[src/rtl/pwm_stream_tx_pkg.sv]
// Shared definitions for the multi-channel PWM stream transmitter.
//   state_t  : playback FSM encoding
//   idx_bits : width of a slot index for n channels (at least 1 bit)
package pwm_stream_tx_pkg;

  typedef enum logic {
    ST_IDLE = 1'b0,
    ST_RUN  = 1'b1
  } state_t;

  function automatic int unsigned idx_bits(input int unsigned n);
    return (n > 1) ? $clog2(n) : 1;
  endfunction

endpackage

[src/rtl/frame_fifo.sv]
// First-word-fall-through frame FIFO, depth 2^AW.
//   clk, rst     : clock, async active-low reset
//   push, wdata  : write request; ignored while full (even with a concurrent pop)
//   pop          : consume head word; ignored while empty
//   rdata        : head word, valid whenever !empty
//   full, empty  : status, derived from the registered level
//   level        : exact number of stored words (AW+1 bits)
module frame_fifo #(
  parameter int WIDTH = 16,
  parameter int AW    = 8
) (
  input  logic             clk,
  input  logic             rst,
  input  logic             push,
  input  logic [WIDTH-1:0] wdata,
  input  logic             pop,
  output logic [WIDTH-1:0] rdata,
  output logic             full,
  output logic             empty,
  output logic [AW:0]      level
);
  localparam int DEPTH = 1 << AW;

  logic [WIDTH-1:0] mem [DEPTH];
  logic [AW-1:0]    wr_ptr, rd_ptr;
  logic             do_push, do_pop;

  assign full    = (level == (AW+1)'(DEPTH));
  assign empty   = (level == '0);
  assign do_push = push & ~full;
  assign do_pop  = pop & ~empty;
  assign rdata   = mem[rd_ptr];

  always_ff @(posedge clk or negedge rst) begin
    if (!rst) begin
      wr_ptr <= '0;
      rd_ptr <= '0;
      level  <= '0;
    end else begin
      if (do_push) wr_ptr <= wr_ptr + 1'b1;
      if (do_pop)  rd_ptr <= rd_ptr + 1'b1;
      case ({do_push, do_pop})
        2'b10:   level <= level + 1'b1;
        2'b01:   level <= level - 1'b1;
        default: level <= level;
      endcase
    end
  end

  // storage carries no reset: contents are only observable once pushed
  always_ff @(posedge clk) begin
    if (do_push) mem[wr_ptr] <= wdata;
  end

endmodule

[src/rtl/pwm_stream_tx.sv]
// Multi-channel PWM transmitter fed by a byte stream.
//   clk, rst        : clock, async active-low reset
//   s_data/valid/ready : interleaved sample bytes, ch0 first in each frame
//   enable          : playback allowed
//   clr_underrun    : clears the sticky underrun flag
//   pwm             : one registered PWM output per channel
//   nsync           : low during step 0 of each period
//   bclk            : high on the first clk of every step
//   underrun        : a period boundary found the FIFO empty
//   fifo_level      : frames currently buffered
module pwm_stream_tx
  import pwm_stream_tx_pkg::*;
#(
  parameter int DATA_WIDTH    = 8,
  parameter int CHANNELS      = 2,
  parameter int FIFO_AW       = 8,
  parameter int CLKS_PER_STEP = 1,
  parameter int UNDERRUN_MID  = 0
) (
  input  logic                  clk,
  input  logic                  rst,
  input  logic [DATA_WIDTH-1:0] s_data,
  input  logic                  s_valid,
  output logic                  s_ready,
  input  logic                  enable,
  input  logic                  clr_underrun,
  output logic [CHANNELS-1:0]   pwm,
  output logic                  nsync,
  output logic                  bclk,
  output logic                  underrun,
  output logic [FIFO_AW:0]      fifo_level
);
  localparam int W  = DATA_WIDTH;
  localparam int IW = idx_bits(CHANNELS);
  localparam int PW = $clog2(CLKS_PER_STEP + 1);

  localparam logic [W-1:0]  LAST_STEP = W'((1 << W) - 2);
  localparam logic [W-1:0]  MID       = W'(1 << (W - 1));
  localparam logic [PW-1:0] PS_LAST   = PW'(CLKS_PER_STEP - 1);
  localparam logic [IW-1:0] LAST_SLOT = IW'(CHANNELS - 1);

  typedef logic [CHANNELS-1:0][W-1:0] frame_t;

  // ---------------- packer ----------------
  logic [IW-1:0] idx;
  frame_t        pack_buf, push_frame;
  logic          hold, live, xfer, last_slot;
  logic          fifo_push, fifo_pop, fifo_full, fifo_empty;
  frame_t        fifo_rdata;

  // live gives the one-clk s_ready=0 window right after reset release
  assign s_ready   = live & ~hold;
  assign xfer      = s_valid & s_ready;
  assign last_slot = (idx == LAST_SLOT);
  assign fifo_push = hold | (xfer & last_slot);

  // completing byte goes straight into the pushed frame; a held frame is already whole
  always_comb begin
    push_frame = pack_buf;
    if (!hold) push_frame[idx] = s_data;
  end

  always_ff @(posedge clk or negedge rst) begin
    if (!rst) begin
      idx      <= '0;
      pack_buf <= '0;
      hold     <= 1'b0;
      live     <= 1'b0;
    end else begin
      live <= 1'b1;
      if (xfer) begin
        pack_buf[idx] <= s_data;
        idx           <= last_slot ? '0 : idx + 1'b1;
        if (last_slot && fifo_full) hold <= 1'b1;
      end
      if (hold && !fifo_full) hold <= 1'b0;
    end
  end

  frame_fifo #(
    .WIDTH(CHANNELS * W),
    .AW   (FIFO_AW)
  ) u_fifo (
    .clk  (clk),
    .rst  (rst),
    .push (fifo_push),
    .wdata(push_frame),
    .pop  (fifo_pop),
    .rdata(fifo_rdata),
    .full (fifo_full),
    .empty(fifo_empty),
    .level(fifo_level)
  );

  // ---------------- playback ----------------
  state_t             state, state_n;
  logic [W-1:0]       step, step_n;
  logic [PW-1:0]      presc, presc_n;
  frame_t             smp, smp_n;
  logic [CHANNELS-1:0] pwm_n;
  logic               nsync_n, bclk_n, urun_set;

  always_comb begin
    state_n  = state;
    step_n   = step;
    presc_n  = presc;
    smp_n    = smp;
    fifo_pop = 1'b0;
    urun_set = 1'b0;
    case (state)
      ST_IDLE: begin
        step_n  = '0;
        presc_n = '0;
        if (enable && !fifo_empty) begin
          state_n  = ST_RUN;
          fifo_pop = 1'b1;
          smp_n    = fifo_rdata;
        end
      end
      ST_RUN: begin
        if (!enable) begin
          state_n = ST_IDLE;
          step_n  = '0;
          presc_n = '0;
        end else if (presc == PS_LAST) begin
          presc_n = '0;
          if (step == LAST_STEP) begin
            step_n = '0;
            if (!fifo_empty) begin
              fifo_pop = 1'b1;
              smp_n    = fifo_rdata;
            end else begin
              urun_set = 1'b1;
              if (UNDERRUN_MID != 0) smp_n = {CHANNELS{MID}};
            end
          end else begin
            step_n = step + 1'b1;
          end
        end else begin
          presc_n = presc + 1'b1;
        end
      end
      default: state_n = ST_IDLE;
    endcase
  end

  // outputs are registered from the next-state values so they line up with step
  always_comb begin
    pwm_n   = '0;
    nsync_n = 1'b1;
    bclk_n  = 1'b0;
    if (state_n == ST_RUN) begin
      for (int i = 0; i < CHANNELS; i++) pwm_n[i] = (step_n < smp_n[i]);
      nsync_n = (step_n != '0);
      bclk_n  = (presc_n == '0);
    end
  end

  always_ff @(posedge clk or negedge rst) begin
    if (!rst) begin
      state    <= ST_IDLE;
      step     <= '0;
      presc    <= '0;
      smp      <= '0;
      pwm      <= '0;
      nsync    <= 1'b1;
      bclk     <= 1'b0;
      underrun <= 1'b0;
    end else begin
      state    <= state_n;
      step     <= step_n;
      presc    <= presc_n;
      smp      <= smp_n;
      pwm      <= pwm_n;
      nsync    <= nsync_n;
      bclk     <= bclk_n;
      underrun <= urun_set | (underrun & ~clr_underrun);
    end
  end

endmodule

[config.mk]
export PLATFORM = sky130hd
export DESIGN_NAME = pwm_stream_tx
export DESIGN_NICKNAME = d
export VERILOG_FILES = /design/src/rtl/pwm_stream_tx_pkg.sv /design/src/rtl/frame_fifo.sv /design/src/rtl/pwm_stream_tx.sv
export SDC_FILE = /design/constraint.sdc
export NUM_CORES = 2
export LEC_CHECK = 0
export CAP_MARGIN = 25
export CELL_PAD_IN_SITES_DETAIL_PLACEMENT = 0
export CELL_PAD_IN_SITES_GLOBAL_PLACEMENT = 1
export CORE_ASPECT_RATIO = 1.4
export CORE_MARGIN = 1
export CORE_UTILIZATION = 50
export CTS_BUF_LIST = sky130_fd_sc_hd__clkbuf_4 sky130_fd_sc_hd__clkbuf_8
export DETAILED_ROUTE_END_ITERATION = 7
export DONT_BUFFER_PORTS = 1
export HOLD_SLACK_MARGIN = 0.05
export PLACE_DENSITY_LB_ADDON = 0.1
export SKIP_LAST_GASP = 1
export SLEW_MARGIN = 10
export SYNTH_ARGS = -nofsm -noshare
export SYNTH_HDL_FRONTEND = slang
export SYNTH_SLANG_ARGS = --single-unit
[constraint.sdc]
create_clock -name clk -period 10.8 [get_ports clk]
set_input_delay 2.16 -clock clk [delete_from_list [all_inputs] [get_ports clk]]
set_output_delay 2.16 -clock clk [all_outputs]
set_load 0.005 [all_outputs]
After elaboration in Yosys (flattened, before gate mapping)
Memories as Yosys holds them, arrays and structs flattened.
Index checks and enable logic that the tools add are counted.
{ "classes": {"add_sub_neg": 7, "n_mul": 0, "div": 0, "order_cmp": 4, "eq_ne": 4, "shift": 0, "n_mux": 40, "bitwise_logic": 14, "n_reduce_logical": 12} }
{ "ops": {"columns": ["op", "count"], "rows": [
  ["$mux W16", 6],
  ["$mux W8", 4],
  ["$pmux W16 S2", 1],
  ["$add A8 B1 Y8 const B", 3],
  ["$mux W1", 21],
  ["$pmux W9 S2", 1],
  ["$bwmux W16", 1],
  ["$lt A8 B8 Y1", 2],
  ["$pmux W8 S2", 1],
  ["$add A9 B1 Y9 const B", 1],
  ["$eq A9 B9 Y1 const B", 1],
  ["$logic_not A9 Y1", 1],
  ["$sub A9 B1 Y9 const B", 1],
  ["$demux W8 S1", 1],
  ["$eq A8 B8 Y1 const B", 1],
  ["$reduce_bool A8 Y1", 1],
  ["$and A1 B1 Y1", 6],
  ["$not A1 Y1", 6],
  ["$pmux W1 S2", 3],
  ["$reduce_bool A2 Y1", 3],
  ["$logic_and A1 B1 Y1", 4],
  ["$add A1 B1 Y1 const B", 2],
  ["$eq A2 B1 Y1 const B", 1],
  ["$eq A2 B2 Y1 const B", 1],
  ["other kinds (6)", 8]
]} }
{ "word_totals": {"ff_bits": 75, "latch_bits": 0, "mem_bits_rw": 4096, "mem_bits_ro": 0, "in_bits": 13, "out_inout_bits": 15, "mem_count": 1} }
{ "mem_list": {"columns": ["memory", "words", "word_bits", "read_ports", "rd_clocked_by_memory_dff", "write_ports", "line_no", "text"], "rows": [
  ["u_fifo.mem", 256, 16, 1, 0, 1, "frame_fifo.sv:24", "logic [WIDTH-1:0] mem [DEPTH];"]
]} }

Longest topological paths before layout
{ "logic_depth": {"word_depth": 9, "depth_mapped": 20, "mapped_depth_nobuf": 17} }

Hierarchy
A second synthesis with hierarchy kept.
{ "unflattened": {"cells_unflattened": 7267, "area_unflattened_um2": 161668.8} }
{ "by_module_without_submodules": {"columns": ["module", "n_inst", "cells_per_inst", "area_each_um2", "seq_area_each_um2"], "rows": [
  ["frame_fifo", 1, 7052, 159085.1, 123623.6],
  ["pwm_stream_tx", 1, 215, 2583.7, 1202.4]
]} }

Worst setup path before layout
No wires, ideal clock.
{ "synth_timing": {"kind": "input-to-reg", "startpoint": "input enable", "endpoint": "register u_fifo.level[8]", "setup_ns": 0.079, "arrival_time_ns": 5.172, "t_required_ns": 10.721, "slack_ns": 5.548, "cell_stages": 13, "n_path_buf": 2, "cell_sequence": "nand3_1 inv_1 clkbuf_1 buf_1 ha_1 ha_1 a21o_1 a21oi_1 o21bai_1 a2111o_1 and3_1 nor3_1 xor2_1"} }
{ "synth_via": {"elab_chain_len": 6, "elab_cells_between_ends": 9, "classes_between": "eq/ne: 2; mux: 4; bitwise: 1; reduce/logical: 2"} }
{ "synth_lines": {"columns": ["item", "line_no", "text"], "rows": [
  ["start: declaration", "pwm_stream_tx.sv:25", "input logic enable,"],
  ["$logic_and A1 B1 Y1", "pwm_stream_tx.sv:114", "if (enable && !fifo_empty) begin"],
  ["$mux W1", "pwm_stream_tx.sv:114", null],
  ["$pmux W1 S2 *", "pwm_stream_tx.sv:110", "case (state)"],
  ["$and A1 B1 Y1 *", "frame_fifo.sv:31", "assign do_pop = pop & ~empty;"],
  ["via u_fifo.do_pop", "frame_fifo.sv:26", "logic do_push, do_pop;"],
  ["$eq A2 B1 Y1 / $eq A2 B2 Y1 (equally long branches)", "frame_fifo.sv:42", "case ({do_push, do_pop})"],
  ["$pmux W9 S2 / $reduce_bool A2 Y1 (equally long branches)", null, null],
  ["end signal: assignment", "frame_fifo.sv:43", "2'b10: level <= level + 1'b1;"],
  ["end signal: assignment", "frame_fifo.sv:44", "2'b01: level <= level - 1'b1;"],
  ["end signal: assignment", "frame_fifo.sv:45", "default: level <= level;"],
  ["end: declaration", "frame_fifo.sv:20", "output logic [AW:0] level"]
]} }
The timed path passes the listed nets; every way through them passes the cells marked *.
A chain may end at the register's enable or synchronous reset.

Worst setup path after layout
{ "layout_timing": {"startpoint": "register u_fifo.rd_ptr[0]", "endpoint": "register pwm[0]"} }
{ "layout_via": {"elab_chain_len": 8, "elab_cells_between_ends": 9, "classes_between": "order compare: 1; mux: 7; memory: 1"} }
{ "layout_lines": {"columns": ["item", "line_no", "text"], "rows": [
  ["start: declaration", "frame_fifo.sv:25", "logic [AW-1:0] wr_ptr, rd_ptr;"],
  ["start signal: assignment", "frame_fifo.sv:41", "if (do_pop) rd_ptr <= rd_ptr + 1'b1;"],
  ["$mem_v2 Z256 W16 *", null, null],
  ["$mux W16", "pwm_stream_tx.sv:129", "if (!fifo_empty) begin"],
  ["$mux W16", "pwm_stream_tx.sv:127", "if (step == LAST_STEP) begin"],
  ["$mux W16", "pwm_stream_tx.sv:125", "end else if (presc == PS_LAST) begin"],
  ["$mux W16", "pwm_stream_tx.sv:121", "if (!enable) begin"],
  ["$pmux W16 S2 *", "pwm_stream_tx.sv:110", null],
  ["$lt A8 B8 Y1 *", "pwm_stream_tx.sv:153", "for (int i = 0; i < CHANNELS; i++) pwm_n[i] = (step_n < smp_n[i]);"],
  ["$mux W2 *", "pwm_stream_tx.sv:152", "if (state_n == ST_RUN) begin"],
  ["via pwm_n[0]", "pwm_stream_tx.sv:100", "logic [CHANNELS-1:0] pwm_n;"],
  ["end signal: assignment", "pwm_stream_tx.sv:174", "pwm <= pwm_n;"],
  ["end: declaration", "pwm_stream_tx.sv:27", "output logic [CHANNELS-1:0] pwm,"]
]} }
Marks and branches as above.

==> impl_metrics.yaml <==
grt:
  grtUsageMet3: 0.0536
  grt_max_degree: 120
  grt_util_met1: 0.397
  track_usage: 0.306
  use_met2: 0.502
  grt_pass1_vias: 83051
  antenna_found_initial: 32
  top_usage_layer: "met2"
  grt_overflow_total: 0
  grt_pass1_wl_mm: 677
finish:
  areaGrowthSynthToFinish_pct: 12.5
  stdcell_count: 12595
  fillers: 23769
  seqCellArea_mm2: 0.125
  nets: 7932
  multi_input_area_mm2: 0.0343
  drive_above_1_share: 0.321
cts:
  cts_tree: "built"
  cts_sinks: 4169
  postCtsSetupRepairBufs: 0
  ctsHtreeMaxLevel: 6
  clockBufferDepth: 4
  ctsHoldBuffers: 0
  clock-root-buffer: "clkbuf_8"
  clk_transition_reported_paths_ns: 0.07
  cts_buffers: 624
  clock_latency_ns: 1.11
  cts_resized: 0
logic_synthesis:
  syn-num-nets: 7286
  syn-cell-area_mm2: 0.161
  yosys-top-cells-area: "edfxtp_1 (77%), mux4_2 (15%), dfrtp_1 (1.1%), a22oi_1 (0.90%), mux2i_1 (0.89%)"
  ys.flop_type: "edfxtp_1"
  netlist_instances: 7243
  ys_types: 80
  yosysSeqAreaShare: 0.777
  synth_warnings: 0
  ys_async_sr_fraction: 0.0175
  synth_edf_count: 4096
  syn_avg_cell_area_um2: 22.2
  synth_top_area_share: 0.766
  ys_ff_latch: 4169
  synth_largest_area_cell: "edfxtp_1"
setup_path:
  crit_path_frequent_cell: "o21ai_0"
  cp_cell_sequence: "buf_12, buf_4, mux4_2, o22a_1, o221ai_1, nor4_2, or4_1, nor3b_1, a211oi_1, ha_1, nor2b_1, o21ai_0, o21ai_0, or3_1, a31oi_1"
  worstRegToRegCells: 15
  path_max_fanout: 67
  required_ns: 11.82
  slowest_stage: "dfrtp_4"
  cpPeakStageDelay_ns: 1.09
  r2r_end: "pwm[0]"
  regToRegStartpoint: "u_fifo.rd_ptr[0]"
  crit_path_end_kind: "register"
  start_kind: "register"
  crit_type: "register to register"
  r2r_slack_ns: 4.22
  arrival_ns: 7.60
sta:
  fin_crit_ns: 6.58
  slew_viol_final: 0
  max_freq_mhz: 152
  min_period_over_period: 0.609
  setup_tns_ns: 0
  skew_ns: 0.0589
  slew_headroom: 0.153
  grt_setup_unrepaired: "no"
  holdWs_ns: 0.483
  setup_viol: 0
  tightest_slew_ns: 1.26
  finalHoldViolCount: 0
hold_path:
  holdCritStartpoint: "smp[8]"
  hold_depth: 2
  hold_end: "smp[8]"
  hold_path_class: "register to register"
floorplan:
  die_h_um: 673
  ios: 28
  initial_utilization: 0.504
  die_area_mm2: 0.324
  die_x_um: 481
  fp-row-count: 245
  core_area_mm2: 0.319
placed_design:
  place.gp.congestion: 0.891
  hpwl_mm: 296
  portBuffers: 0
  placedCellCount: 11436
power:
  finalPower_mw: 49.4
  leakage_nw: 56.8
  ir_drop_mv: 0.371
  p_per_area_mw_per_mm2: 273
routing:
  via_per_inst: 6.50
  postRouteAntennaNets: 0
  drtIter0Drc: 10393
  dr.pass1.iters: 6
  drt-total-wl_mm: 494
  drc: 0
  via_count: 81812
  wl_per_cell_um: 39.2
flow_run:
  drv_cap: 0
status:
  outcome: "complete, no violations"
[metal layers]
layer / wire length, um / vias to the layer above
li1: - / 32031
met1: 182000 / 44503
met2: 245000 / 4306
met5: 69 / -
met3: 39900 / 962
met4: 26900 / 10
[worst max path at each step]
stage | startpoint | endpoint | slack (ns) | cells past startpoint
after floorplan | enable | u_fifo.level[8] | 5.55 | 13
after global placement | u_fifo.rd_ptr[0] | pwm[0] | 3.58 | 15
after detailed placement | u_fifo.rd_ptr[0] | pwm[0] | 4.14 | 15
after CTS | u_fifo.rd_ptr[0] | pwm[0] | 4.11 | 15
after global routing | u_fifo.rd_ptr[0] | pwm[0] | 3.95 | 15
final | u_fifo.rd_ptr[0] | pwm[0] | 4.22 | 15
[sequential cells by signal (all words and copies together) (netlist names), 2 cells and up]
register / cells
pack_buf: 16
pwm: 2
smp: 16
step: 8
u_fifo.level: 9
u_fifo.mem: 4096
u_fifo.rd_ptr: 8
u_fifo.wr_ptr: 8
[per-stage QoR]
step / util / setup WS (ns) / area, um2
6_report: 0.567 / 4.22 / 181000
5_1_grt: 0.567 / 3.95 / 181000
4_1_cts: 0.565 / 4.11 / 180000
2_1_floorplan: - / 5.55 / 161000
3_3_place_gp: 0.525 / 3.58 / 167000
3_5_place_dp: 0.527 / 4.14 / 168000
[power breakdown]
part / switching (mW) / total (mW) / internal [mW]
combinational: 10.8 / 15.9 / 5.09
sequential: 0.261 / 20.7 / 20.5
clock: 6.19 / 12.8 / 6.62
[placed cells by master, fill, tap and decap left out, types with 27 or more instances in the layout]
| cell | count |
|---|---|
| buf_8 | 47 |
| clkinv_1 | 164 |
| a22oi_1 | 192 |
| clkbuf_8 | 638 |
| nor3_1 | 31 |
| clkbuf_4 | 175 |
| dfrtp_1 | 65 |
| o22ai_1 | 68 |
| clkinv_2 | 74 |
| mux4_2 | 1037 |
| o21ai_0 | 33 |
| edfxtp_1 | 4096 |
| a211oi_1 | 27 |
| mux2i_1 | 143 |
| nand3_1 | 61 |
| buf_4 | 339 |
| nand2_1 | 210 |
| a21oi_1 | 106 |
| ha_1 | 29 |
| nor2_2 | 160 |
| nor2_1 | 155 |
[layout make-up]
| type | instances | area share |
|---|---|---|
| clock inverter | 304 | 0.0113 |
| timing repair buffer | 430 | 0.0226 |
| antenna | 17 | 0.000235 |
| multi-input combinational | 2647 | 0.190 |
| clock buffer | 812 | 0.0558 |
| tap | 4199 | 0.0291 |
| sequential | 4169 | 0.691 |
| inverter | 17 | 0.000395 |
[synth_stat cells (6+ instances only)]
master	number
mux2i_1	143
a211oi_1	27
o221ai_1	6
nor4_1	26
nand2_1	229
buf_4	86
inv_1	13
mux2_2	32
dfrtp_1	72
or3_1	6
clkbuf_1	156
nand2b_1	12
o21ai_0	33
nor2b_1	15
a21o_1	11
xnor2_1	23
nor2_1	326
and3_1	9
a21oi_1	106
ha_1	29
mux4_2	1037
o211ai_1	11
o22a_1	7
or4_1	9
buf_6	36
o22ai_1	68
a22o_1	21
or2_2	7
nand3_1	62
nand4_1	21
buf_1	22
edfxtp_1	4096
a22oi_1	192
a211o_1	6
buf_2	107
a31oi_1	19
a32o_1	7
a221oi_1	21
a32oi_1	17
and2_1	6
nor3_1	32
[critical path: cells and delay by family (launching register included)]
family	cells	cell delay, ns
simple gates	5	2.45
buf+inv	2	1.13
flops	1	1.09
compound gates	6	0.95
mux	1	0.37
fa+ha+maj	1	0.34
[logic make-up after synthesis]
family,after synthesis,synth area share
fa+ha+maj,30,0.00238
flops,4169,0.777
other cells,1,0.0000233
simple gates,775,0.0211
xor+xnor,28,0.00153
buf+inv,427,0.0147
compound gates,601,0.0264
mux,1212,0.157
Power figures use the tool's default switching activity.
